[config.mk]
export PLATFORM = sky130hd
export DESIGN_NAME = parking_sensor_cond
export DESIGN_NICKNAME = d
export VERILOG_FILES = /design/src/rtl/parking_sensor_cond.sv
export SDC_FILE = /design/constraint.sdc
export NUM_CORES = 1
export LEC_CHECK = 0
export ABC_AREA = 1
export ABC_CLOCK_PERIOD_IN_PS = 1500
export CAP_MARGIN = 5
export CORE_ASPECT_RATIO = 1.5
export CORE_MARGIN = 2
export CORE_UTILIZATION = 42
export DETAILED_ROUTE_END_ITERATION = 10
export PLACE_DENSITY = 0.55
export SLEW_MARGIN = 10
export SYNTH_ARGS = -nofsm -noshare
export SYNTH_HDL_FRONTEND = slang
export SYNTH_SLANG_ARGS = --single-unit
[constraint.sdc]
create_clock -name clk -period 1.5 [get_ports clk]
set_input_delay 0.3 -clock clk [delete_from_list [all_inputs] [get_ports clk]]
set_output_delay 0.3 -clock clk [all_outputs]
set_load 0.05 [all_outputs]
[src/rtl/parking_sensor_cond.sv]
// Barrier-sensor conditioning: 2-flop sync, per-channel debounce, stuck-high
// detection and a RUN/FAULT gate in front of the entry/exit direction FSMs.
module parking_sensor_cond #(
    parameter int unsigned DEB_CYCLES   = 4,
    parameter int unsigned STUCK_CYCLES = 1000
) (
    input  logic       clk,
    input  logic       reset,
    input  logic       a_raw,
    input  logic       b_raw,
    output logic       a,
    output logic       b,
    output logic       fault,
    output logic [1:0] fault_src
);

    localparam int unsigned   DW       = $clog2(DEB_CYCLES + 1);
    localparam logic [DW-1:0] DEB_LAST = DW'(DEB_CYCLES - 1);
    localparam logic [15:0]   ST_LAST  = 16'(STUCK_CYCLES - 1);

    typedef enum logic {
        S_RUN,
        S_FAULT
    } state_t;

    state_t     state_q, state_d;
    logic [1:0] raw;
    logic [1:0] deb;
    logic [1:0] deb_d;
    logic [1:0] stuck_fire;
    logic [1:0] fault_src_d;
    logic       a_d, b_d;

    assign raw = {b_raw, a_raw};

    // Channel 0 = a (outer), channel 1 = b (inner); identical and independent.
    for (genvar g = 0; g < 2; g++) begin : g_ch
        logic          sync1, sync2;
        logic          deb_q, deb_n;
        logic [DW-1:0] deb_cnt_q, deb_cnt_n;
        logic [15:0]   st_cnt_q, st_cnt_n;

        always_comb begin
            deb_n     = deb_q;
            deb_cnt_n = '0;
            if (sync2 != deb_q) begin
                if (deb_cnt_q == DEB_LAST) begin
                    deb_n = ~deb_q;
                end else begin
                    deb_cnt_n = deb_cnt_q + 1'b1;
                end
            end

            st_cnt_n = '0;
            if (deb_q) begin
                st_cnt_n = (st_cnt_q == '1) ? st_cnt_q : st_cnt_q + 16'd1;
            end
        end

        always_ff @(posedge clk or negedge reset) begin
            if (!reset) begin
                sync1     <= 1'b0;
                sync2     <= 1'b0;
                deb_q     <= 1'b0;
                deb_cnt_q <= '0;
                st_cnt_q  <= '0;
            end else begin
                sync1     <= raw[g];
                sync2     <= sync1;
                deb_q     <= deb_n;
                deb_cnt_q <= deb_cnt_n;
                st_cnt_q  <= st_cnt_n;
            end
        end

        assign deb[g]   = deb_q;
        assign deb_d[g] = deb_n;
        // A debounce release on the threshold edge suppresses the fault.
        assign stuck_fire[g] = deb_q & deb_n & (st_cnt_q == ST_LAST);
    end

    // Outputs are computed from next-cycle debounced values so the registered
    // a/b appear on the same edge the debouncer toggles.
    always_comb begin
        state_d     = state_q;
        fault_src_d = fault_src;
        a_d         = 1'b0;
        b_d         = 1'b0;
        case (state_q)
            S_RUN: begin
                if (|stuck_fire) begin
                    state_d     = S_FAULT;
                    fault_src_d = stuck_fire;
                end else begin
                    a_d = deb_d[0];
                    b_d = deb_d[1];
                end
            end
            S_FAULT: begin
                if (deb == 2'b00) begin
                    state_d     = S_RUN;
                    fault_src_d = '0;
                    a_d         = deb_d[0];
                    b_d         = deb_d[1];
                end else begin
                    fault_src_d = fault_src | stuck_fire;
                end
            end
            default: begin
                state_d     = S_RUN;
                fault_src_d = '0;
            end
        endcase
    end

    always_ff @(posedge clk or negedge reset) begin
        if (!reset) begin
            state_q   <= S_RUN;
            fault_src <= '0;
            a         <= 1'b0;
            b         <= 1'b0;
        end else begin
            state_q   <= state_d;
            fault_src <= fault_src_d;
            a         <= a_d;
            b         <= b_d;
        end
    end

    assign fault = (state_q == S_FAULT);

endmodule

After elaboration in Yosys (flattened, before gate mapping)
Index checks and enable logic that the tools add are counted.
{ "word_totals": {"reg_bits": 49, "inputBits": 4, "elab_cells": 63} }
{ "classes": {"n_addsub": 4, "eq_ne": 11, "mux": 24, "bitwise_logic": 8, "reduce_logical": 2} }
{ "ops": {"columns": ["cell", "n"], "rows": [
  ["$mux 16", 4],
  ["$add 16x1->16 const B", 2],
  ["$eq 16x10->1 const B", 2],
  ["$eq 16x16->1 const B", 2],
  ["$mux 3", 4],
  ["$mux 1", 10],
  ["$add 3x1->3 const B", 2],
  ["$eq 3x2->1 const B", 2],
  ["$ne 2x2->1 const B", 3],
  ["$pmux 1 s2", 3],
  ["$and 1x1->1", 4],
  ["$mux 2", 2],
  ["$pmux 2 s2", 1],
  ["$not 1->1", 3],
  ["$logic_not 2->1", 1],
  ["$ne 1x1->1", 2],
  ["$or 2x2->2", 1],
  ["$reduce_or 2->1", 1]
]} }

Logic depth before layout (Yosys ltp)
Gate-level depths: netlist of run 1.
{ "logic_depth": {"word_depth": 8, "depth_mapped": 9, "ltp_nobuf": 9} }

Least setup slack after synthesis of run 1
No wires, ideal clock.
{ "synth_path": {"path_kind": "register to register", "from": "register g_ch[0].st_cnt_q[1]", "to": "register g_ch[0].st_cnt_q[14]", "setup_time_ps": 122, "arrival_ps": 1259, "required_time_ps": 1378, "path_slack_ps": 119, "stages_incl_launch_ff": 9, "n_path_buf": 0, "period_less_slack_ps": 1381, "path_cell_list": "dfrtp_1 ha_1 nand2_2 nor2_4 nand3_2 nor2_2 inv_1 nor3_1 nor2_1"} }
{ "synth_between": {"elab_chain_cells": 3, "elab_cells_between_ends": 5} }
{ "synth_rtl": {"columns": ["item", "line_no", "rtl"], "rows": [
  ["from (decl)", "41", "logic [15:0] st_cnt_q, st_cnt_n;"],
  ["from (signal assigned)", "72", "st_cnt_q <= st_cnt_n;"],
  ["$add 16x1->16", "56", "st_cnt_n = (st_cnt_q == '1) ? st_cnt_q : st_cnt_q + 16'd1;"],
  ["$mux 16", "56", null],
  ["$mux 16", "55", "if (deb_q) begin"]
]} }
Several ways; a longest one is shown, not always the timed one. The select of a mux whose other input is x is not followed.
A chain may end at the register's enable or synchronous reset.

Worst setup path in the final report of run 1
{ "layout_path": {"from": "register g_ch[1].st_cnt_q[1]", "to": "register g_ch[1].st_cnt_q[0]"} }
{ "layout_between": {"elab_chain_cells": 2} }
{ "layout_rtl": {"columns": ["item", "line_no"], "rows": [
  ["from (decl)", "41"],
  ["from (signal assigned)", "72"],
  ["$eq 16x16->1", "56"],
  ["$ne 2x2->1 (no source line)", null]
]} }
No other way between the ends.

==> run summary, run 1 <==
maxcap violations: 0
flops & latches, synth: 49
cell area power density: 1125 nW/um^2
Total Power: 3.698 mW
Area after DPL: 3038 sq um
Slew headroom: 69.57%
Setup violations, final: 0
Yosys warning count: 0
total buffers and inverters traversed by the critical path: 1
layout cells sized above 1: 20.32%
largest stage delay on the critical path: 0.38 ns
sequential element share of the synthesized area: 45.04%
most frequent cell after synthesis: nand2_1
total gr overflow: 0
Leakage Power: 1.556 nW
Fin Hold WS: 0.3552 ns
Clk pin slew, worst setup/hold paths: 0.09 ns
critical path class: flip-flop to flip-flop
minimum clock period: 1.459 ns
Yosys top cell area share: 45.04%
final-report hold violation count: 0
H-tree Lvls: 2
Crit path arrival time: 1.65 ns
First DRT Iteration DRCs: 101
Site Rows: 35
Worst Path Required: 1.69 ns
clk sink count: 49
FMAX: 685.2 MHz
die footprint: 7156 sq um
DRC: 0
Hold Crit Class: flip-flop to flip-flop
synthesis-to-layout area growth: 20.73%
Max VDD drop: 0.7150 mV
drt pass-1 iters: 4
maximum root-to-sink buffer count: 2
Slew @ Worst Pin: 0.4548 ns
Tot GR Track Use: 19.39%
Starting Density: 43.78%
leading area contributor after synthesis: dfrtp_1
Crit-path slowest cell: dfrtp_1
fin. max-slew vios: 0
synthesized area: 2723 sq um
cell family with most CP delay: simple AND/OR/NAND/NOR gates
diodes inserted: 0
CTS tree: yes
Clk Latency, worst-skew pair: 0.30 ns
GP Congestion: 0.8312
Post-Syn Nets: 357
CP Cell Sequence: ha_2 -> nand2_2 -> inv_2 -> nand2_4 -> nor2_4 -> nand4_4 -> nand3_2 -> o21ai_1
final WL: 6446 um
synthesized area per cell: 7.801 sq um
Post-synth ARST share: 100.0%
fin crit share: 97.30%
count of cell types in the netlist: 38
CTS Buf Count: 5
final core utilization: 52.86%
Die Span Y: 102.6 um
gate count of the mapped netlist: 349
Post-DP HPWL: 4766 um
Synth Flop Type: dfrtp_1
crit path launch type: flip-flop
core region area: 6218 sq um
Post-synth EDFFs: 0
Setup crit end kind: flip-flop
worst-path maximum fanout: 8
Via Count: 2,372
antenna violations before repair: 0
Die Width: 69.74 um
clk root buf: clkbuf_8
PortBufs: 8
first-pass GRT wire length: 10,760 um
largest net degree at the start of global routing: 50
top post-synthesis cells by area: dfrtp_1 45%, nand2_1 10%, nand3_1 7.2%
nets: 386
RSZ-0062 raised after global routing: yes
synth cell count leaders: 76 x nand2_1, 49 x dfrtp_1, 43 x nor2_1
final clock skew: 0.008675 ns
post-route cell area: 3287 sq um
setup_tns: 0 ns
via/cell ratio: 5.236
I/O Pins: 9
post-route ant nets: 0
vias in the first global route: 2,321
status: complete, no violations
Wirelength per Cell: 14.23 um
## layout by cell type (no fill, tap or decap), drive strengths merged, types with 2 or more instances in the layout
master,instances
a21oi,11
buf,23
clkbuf,6
clkdlybuf4s50,2
dfrtp,49
ha,4
inv,45
nand2,84
nand3,42
nand4,12
nor2,50
nor3,15
nor4,2
o21ai,16
o31ai,3
xnor2,3
## state kept, by name, summed over array words and instances (netlist names)
name	count
g_ch.deb_q	2
g_ch.sync1	2
b	1
fault_src	2
g_ch.sync2	2
fault	1
g_ch.deb_cnt_q	6
g_ch.st_cnt_q	32
a	1
## layer usage
layer / track usage [%] / routed length [um] / vias up
met5: 0 / 0 / -
met3: 2.639 / 137 / 18
met2: 38.02 / 3537 / 37
met4: 11.39 / 269 / 0
met1: 19.48 / 2502 / 1111
li1: - / - / 1206
## power breakdown
group	internal [mW]	switching (mW)	total [mW]
clock network	0.543	0.452	0.995
registers	1.49	0.159	1.65
logic	0.448	0.607	1.06
## per-stage QoR
step,setup WS (ns),cells
global route,-0.03069,453
floorplan,0.1191,349
detailed placement,0.01517,440
CTS,0.03864,450
finish,0.04051,453
global placement,0.04153,440
## final cells by class
class	instances	area [sq um]
clock inverters	2	37.54
clock buffers	6	82.58
repair buffers	26	291.5
multi-input cells	251	1386
inverters	45	168.9
flip-flops and latches	49	1227
fillers	607	2932
well taps	74	92.59
## worst paths after layout
path	from	endpoint	slack, ns	depth (start not counted)
max	g_ch[1].st_cnt_q[1]	g_ch[1].st_cnt_q[0]	0.04	8
min	g_ch[0].sync1	g_ch[0].sync2	0.36	0
max reg2reg	g_ch[1].st_cnt_q[1]	g_ch[1].st_cnt_q[0]	0.04	8
min reg2reg	g_ch[0].sync1	g_ch[0].sync2	0.36	0
max in group asynchronous	reset	g_ch[0].st_cnt_q[2]	0.75	3
min in group asynchronous	reset	g_ch[1].st_cnt_q[6]	0.51	3
## worst reg2reg max path, delay by kind of cell (launching register included)
family	cells	cell delay (ns)
AO/OA/AOI/OAI	1	0.06
adder cells (fa/ha/maj)	1	0.21
buffers and inverters	1	0.08
flip-flops	1	0.38
AND/OR/NAND/NOR	5	0.62
## what timing repair did
item	CTS	global route
hold endpoints to repair	49	0
pin swaps	0	6
setup buffers	0	3
endpoints found under the setup margin	3	26
gates cloned	1	0
resized for setup	1	19
hold buffers	1	0
## cell families after synthesis
group	share of synthesized area, %
adder cells (fa/ha/maj)	1.838
flip-flops	45.04
AND/OR/NAND/NOR	37.09
AO/OA/AOI/OAI	7.354
buffers and inverters	7.399
XOR/XNOR	1.287
Note: power is estimated with default switching activity, not from simulation.
==> inputs of run 2 (changes only) <==
--- a/config.mk
+++ b/config.mk
@@ -10,9 +10,9 @@
 export CAP_MARGIN = 5
 export CORE_ASPECT_RATIO = 1.5
 export CORE_MARGIN = 2
-export CORE_UTILIZATION = 42
+export CORE_UTILIZATION = 45
 export DETAILED_ROUTE_END_ITERATION = 10
-export PLACE_DENSITY = 0.55
+export PLACE_DENSITY = 0.59
 export SLEW_MARGIN = 10
 export SYNTH_ARGS = -nofsm -noshare
 export SYNTH_HDL_FRONTEND = slang
==> run 2 against run 1 <==
- core utilization is 2.5 points higher
- clock skew is 0.00095 ns lower
- largest power group unchanged
- largest cell class unchanged
- fmax is 4.3% higher
==> run summary, run 2 (synthesis gave the netlist of run 1 again) <==
Via Count: 2,350 (-0.93%)
P_int: 2.270 mW (-8.4%)
Crit-path slowest cell: dfrtp_2
most frequent cells in the layout: 75 x nand2_1, 48 x dfrtp_1, 40 x inv_1, 40 x nor2_1, 39 x nand3_1
CTS tree: yes
maximum root-to-sink buffer count: 2 (unchanged)
Starting Density: 46.72% (+2.9 points)
most common cell after layout, fill and taps aside: nand2_1
sequential power share: 47.9% (+3.3 points)
switching power: 1.187 mW (-2.6%)
drt pass-1 iters: 4 (unchanged)
Setup crit end kind: flip-flop
Slew @ Worst Pin: 0.4466 ns (-0.008243 ns)
Die Width: 67.51 um (-3.2%)
Clk Latency, worst-skew pair: 0.30 ns (about the same)
FMAX: 714.9 MHz (+4.3%)
worst-path maximum fanout: 4 (-4)
setup_tns: 0 ns (unchanged)
Crit path arrival time: 1.62 ns (-0.03 ns)
nets: 387 (+0.26%)
minimum clock period: 1.399 ns (-0.06062 ns)
total gr overflow: 0 (unchanged)
cell area power density: 1072 nW/um^2 (-4.7%)
Max VDD drop: 0.5283 mV (-26%)
final worst setup slack: 0.1011 ns (+0.06062 ns)
synthesis-to-layout area growth: 18.47%
critical path class: flip-flop to flip-flop
Area after DPL: 3018 sq um (-0.66%)
status: complete, no violations
GP Congestion: 0.8311 (about the same)
antenna violations before repair: 0 (unchanged)
Setup violations, final: 0 (unchanged)
number of flip-flops in the largest register: 32 (unchanged)
layout cells sized above 1: 19.21% (-1.1 points)
vias in the first global route: 2,390 (+3.0%)
Worst Path Required: 1.73 ns (+0.04 ns)
largest stage delay on the critical path: 0.42 ns (+0.04 ns)
largest reg by FF count: g_ch.st_cnt_q
via/cell ratio: 5.199 (-0.71%)
cell mode on critical path: nand2_2
I/O Pins: 9 (unchanged)
diodes inserted: 0 (unchanged)
clk sink count: 49 (unchanged)
H-tree Lvls: 2 (unchanged)
PortBufs: 8 (unchanged)
core region area: 5828 sq um (-6.3%)
Slew headroom: 70.12% (+0.55 points)
Site Rows: 34 (-2.9%)
final WL: 6270 um (-2.7%)
largest net degree at the start of global routing: 27 (-46%)
CTS Buf Count: 5 (unchanged)
Tot GR Track Use: 20.79% (+1.4 points)
DRC: 0 (unchanged)
filler instances: 564 (-7.1%)
clock share of power: 21.6% (-5.3 points)
first-pass GRT wire length: 10,710 um (-0.46%)
post-route cell area: 3226 sq um (-1.9%)
fin crit share: 93.26% (-4.0 points)
die footprint: 6701 sq um (-6.3%)
clk root buf: clkbuf_8
Clk pin slew, worst setup/hold paths: 0.09 ns (about the same)
worst slack, placed: -0.006327 ns (-0.02150 ns)
Total Power: 3.457 mW (-6.5%)
final clock skew: 0.007720 ns (-0.0009542 ns)
post-route ant nets: 0 (unchanged)
Wirelength per Cell: 13.87 um (-2.5%)
Post-DP HPWL: 4787 um (+0.44%)
First DRT Iteration DRCs: 123 (+22%)
crit path launch type: flip-flop
final-report hold violation count: 0 (unchanged)
Leakage Power: 1.567 nW (+0.67%)
Net Sw Frac: 34.34% (+1.4 points)
combinational share of power: 30.6% (+2.1 points)
final core utilization: 55.35% (+2.5 points)
largest registers: g_ch.st_cnt_q: 32 flops, g_ch.deb_cnt_q: 6 flops
Hold Crit Class: flip-flop to flip-flop
CP Cell Sequence: ha_4 -> nand2_2 -> nor2_2 -> nand2_2 -> nor3_1 -> o21ai_1 -> nor2_1
fin. max-slew vios: 0 (unchanged)
Die Span Y: 99.27 um (-3.3%)
maxcap violations: 0 (unchanged)
[run 2: changes by cell type in the layout (fill, tap and decap cells not counted), sizes merged]
cell      before  now
clkinvlp       1    0
bufinv         1    0
clkinv         0    2
buf           23   24
[run 2: metal layers]
| layer | global-route usage [%] | vias up | routed length [um] |
|---|---|---|---|
| met2 | 36.73 | 33 | 3461 |
| li1 | - | 1201 | - |
| met3 | 2.941 | 12 | 129 |
| met1 | 24.21 | 1104 | 2522 |
| met5 | 0 | - | 0 |
| met4 | 8.948 | 0 | 156 |
[run 2: per-stage QoR]
stage / hold slack [ns] / cells
floorplan: 0.004409 / 349
global placement: 0.3178 / 439
detailed placement: 0.3174 / 439
CTS: 0.3582 / 450
global route: 0.3601 / 452
finish: 0.3539 / 452
[run 2: power groups by stage]
stage | clock (mW) | sequential, mW | combinational [mW]
4_1_cts | 0.786 | 1.64 | 0.982
6_report | 0.746 | 1.65 | 1.06
2_1_floorplan | 0 | 1.69 | 0.513
5_1_grt | 0.837 | 1.68 | 1.17
3_5_place_dp | 0 | 1.67 | 0.948
3_3_place_gp | 0 | 1.67 | 0.934
[run 2: timing repair]
item	4_1_cts	5_1_grt
hold buffers	1	0
setup buffers	1	2
hold endpoints to repair	23	0
resized for setup	1	17
pin swaps	0	2
gates cloned	1	0
setup endpoints to repair	3	33
[run 2: layout make-up]
cell class,instances,area (sq um),share of cell area (%)
Clock buffer,6,72.57,2.250
Clock inverter,2,10.01,0.3103
Inverter,45,168.9,5.237
Multi-Input combinational cell,251,1383,42.86
Sequential cell,49,1227,38.05
Tap cell,72,90.09,2.793
Timing Repair Buffer,27,274.0,8.495
[run 2: worst paths after layout]
path,start,end,slack (ns),cells past startpoint
min in group asynchronous,reset,g_ch[1].st_cnt_q[8],0.51,3
worst min register to register,g_ch[0].sync1,g_ch[0].sync2,0.35,0
worst max register to register,g_ch[0].st_cnt_q[0],g_ch[0].st_cnt_q[14],0.10,7
max in group asynchronous,reset,g_ch[0].st_cnt_q[0],0.70,3
worst max-delay path,g_ch[0].st_cnt_q[0],g_ch[0].st_cnt_q[14],0.10,7
worst min-delay path,g_ch[0].sync1,g_ch[0].sync2,0.35,0
[run 2: critical path: cells and delay by family, from the launching register on]
kind | cells | cell delay, ns
simple gates | 5 | 0.66
flops | 1 | 0.42
fa+ha+maj | 1 | 0.16
compound gates | 1 | 0.08
==> inputs of run 3 (changes only) <==
--- a/config.mk
+++ b/config.mk
@@ -13,6 +13,7 @@
 export CORE_UTILIZATION = 45
 export DETAILED_ROUTE_END_ITERATION = 10
 export PLACE_DENSITY = 0.59
+export RECOVER_POWER = 100
 export SLEW_MARGIN = 10
 export SYNTH_ARGS = -nofsm -noshare
 export SYNTH_HDL_FRONTEND = slang
==> run 3 against run 2 <==
- wire length is 0.11% lower
- clock power hardly changed
- critical path depth decreased by 6
- sequential power hardly changed
- global-route usage unchanged
- combinational power fell by 9.8%
==> run summary, run 3 (synthesis gave the netlist of run 1 again) <==
status: complete, no violations
switching power: 1.172 mW (-1.2%)
Starting Density: 46.72% (unchanged)
final clock skew: 0.007321 ns (-0.0003995 ns)
Max VDD drop: 0.5281 mV (about the same)
largest stage delay on the critical path: 0.50 ns (+0.08 ns)
Slew @ Worst Pin: 0.6544 ns (+0.2078 ns)
WHS Path Cells: 0 (unchanged)
instance count on the critical path: 1 (-6)
CTS Buf Count: 5 (unchanged)
Net Sw Frac: 35.10% (+0.76 points)
filler instances: 578 (+2.5%)
synthesis-to-layout area growth: 15.03%
largest net degree at the start of global routing: 27 (unchanged)
multi-input logic area: 1383 sq um (unchanged)
clock share of power: 22.3% (+0.7 points)
I/O Pins: 9 (unchanged)
CP Cell Sequence: buf_2
Via Count: 2,362 (+0.51%)
Site Rows: 34 (unchanged)
minimum clock period: 1.423 ns (+0.02414 ns)
GP Congestion: 0.8311 (unchanged)
Total Power: 3.340 mW (-3.4%)
post-route ant nets: 0 (unchanged)
Crit-path slowest cell: dfrtp_1
vias in the first global route: 2,390 (unchanged)
fin. max-slew vios: 0 (unchanged)
total gr overflow: 0 (unchanged)
cell area power density: 1066 nW/um^2 (-0.48%)
worst-path maximum fanout: 7 (+3)
Area after DPL: 3018 sq um (unchanged)
First DRT Iteration DRCs: 109 (-11%)
first-pass GRT wire length: 10,710 um (unchanged)
largest registers: g_ch.st_cnt_q: 32 flops, g_ch.deb_cnt_q: 6 flops
Crit path arrival time: 1.12 ns (-0.50 ns)
DRC: 0 (unchanged)
Clk Latency, worst-skew pair: 0.30 ns (about the same)
Reg2Reg Setup Slack: 0.10 ns (about the same)
FMAX: 702.7 MHz (-1.7%)
Post-DP HPWL: 4787 um (unchanged)
crit path launch type: flip-flop
fin crit share: 94.87% (+1.6 points)
Tot GR Track Use: 20.79% (unchanged)
Setup crit end kind: primary output
maximum root-to-sink buffer count: 2 (unchanged)
most frequent cells in the layout: 75 x nand2_1, 48 x dfrtp_1, 41 x inv_1
PortBufs: 8 (unchanged)
Final Non-Filler Cells: 452 (unchanged)
Placed Cells: 439 (unchanged)
clk root buf: clkbuf_8
final worst setup slack: 0.07699 ns (-0.02414 ns)
layout cells sized above 1: 18.16% (-1.1 points)
drt pass-1 iters: 4 (unchanged)
diodes inserted: 0 (unchanged)
most common cell after layout, fill and taps aside: nand2_1
r2r startpoint: g_ch[0].st_cnt_q[0]
number of flip-flops in the largest register: 32 (unchanged)
r2r worst-path depth: 9 (+2)
Worst Setup EP: fault
die footprint: 6701 sq um (unchanged)
largest reg by FF count: g_ch.st_cnt_q
core region area: 5828 sq um (unchanged)
maxcap violations: 0 (unchanged)
final core utilization: 53.74% (-1.6 points)
Die Width: 67.51 um (unchanged)
Leakage Power: 1.536 nW (-1.9%)
final-report hold violation count: 0 (unchanged)
critical path class: flip-flop to primary output
sequential power share: 49.1% (+1.2 points)
Clk pin slew, worst setup/hold paths: 0.09 ns (about the same)
Worst Path Required: 1.20 ns (-0.53 ns)
combinational share of power: 28.6% (-2.0 points)
post-route cell area: 3132 sq um (-2.9%)
H-tree Lvls: 2 (unchanged)
via/cell ratio: 5.226 (+0.51%)
Hold Crit Class: flip-flop to flip-flop
Setup violations, final: 0 (unchanged)
worst slack, placed: -0.006327 ns (unchanged)
cell family with most CP delay: flip-flops
Slew headroom: 56.38% (-14 points)
P_int: 2.168 mW (-4.5%)
Wirelength per Cell: 13.86 um (-0.11%)
total buffers and inverters traversed by the critical path: 1 (+1)
nets: 387 (unchanged)
crit path from: fault
CTS tree: yes
final WL: 6263 um (-0.11%)
FF+latch area: 1227 sq um (unchanged)
antenna violations before repair: 0 (unchanged)
Worst R2R End: g_ch[0].st_cnt_q[3]
Die Span Y: 99.27 um (unchanged)
Hold Crit Start: g_ch[0].sync1
clk sink count: 49 (unchanged)
[run 3: cell count changes in the layout (fill, tap and decap cells not counted), sizes merged]
cell           change
clkdlybuf4s50      -2
clkbuf            +11
buf               -11
dlygate4sd3        +2
[run 3: area by class of cell]
type / count / share of cell area [%]
Clock buffer: 6 / 2.317
Clock inverter: 2 / 0.3196
Inverter: 45 / 5.394
Multi-Input combinational cell: 251 / 44.15
Sequential cell: 49 / 39.19
Tap cell: 72 / 2.877
Timing Repair Buffer: 27 / 5.753
[run 3: worst min path at each step]
stage | endpoint | slack, ns
after floorplan | a | 0.004
after global placement | g_ch[1].st_cnt_q[8] | 0.32
after detailed placement | g_ch[1].st_cnt_q[8] | 0.32
after CTS | g_ch[0].sync2 | 0.36
after global routing | g_ch[0].sync2 | 0.36
final | g_ch[0].sync2 | 0.35
[run 3: per-stage QoR]
step,hold slack (ns),TNS [ns]
2_1_floorplan,0.004409,0
3_3_place_gp,0.3178,0
3_5_place_dp,0.3174,-0.006327
4_1_cts,0.3582,0
5_1_grt,0.3601,-0.02547
6_report,0.3540,0
[run 3: worst register-to-register path: stages (launching register included)]
cell	delay (ns)
dfrtp_2	0.42
ha_4	0.16
nand2_2	0.09
nor2_4	0.11
nand3_2	0.09
nor2_4	0.14
nand2_4	0.09
nand2_1	0.08
nand2_1	0.06
a21oi_2	0.11
[run 3: what timing repair did]
action,CTS,global route
cloned,1,0
setup endpoints to repair,3,33
gates resized for setup,1,17
hold buffers,1,0
hold endpoints to repair,23,0
pin swaps,0,2
buffers inserted,1,2
[run 3: metal layers]
layer,wire [um],global-route usage [%]
met2,3448,36.73
met3,112,2.941
met4,156,8.948
met1,2546,24.21
met5,0,0
[run 3: power groups by stage]
stage | combinational (mW) | sequential [mW] | clock [mW]
floorplan | 0.513 | 1.69 | 0
global placement | 0.934 | 1.67 | 0
detailed placement | 0.948 | 1.67 | 0
CTS | 0.982 | 1.64 | 0.786
global route | 1.06 | 1.67 | 0.837
finish | 0.956 | 1.64 | 0.746
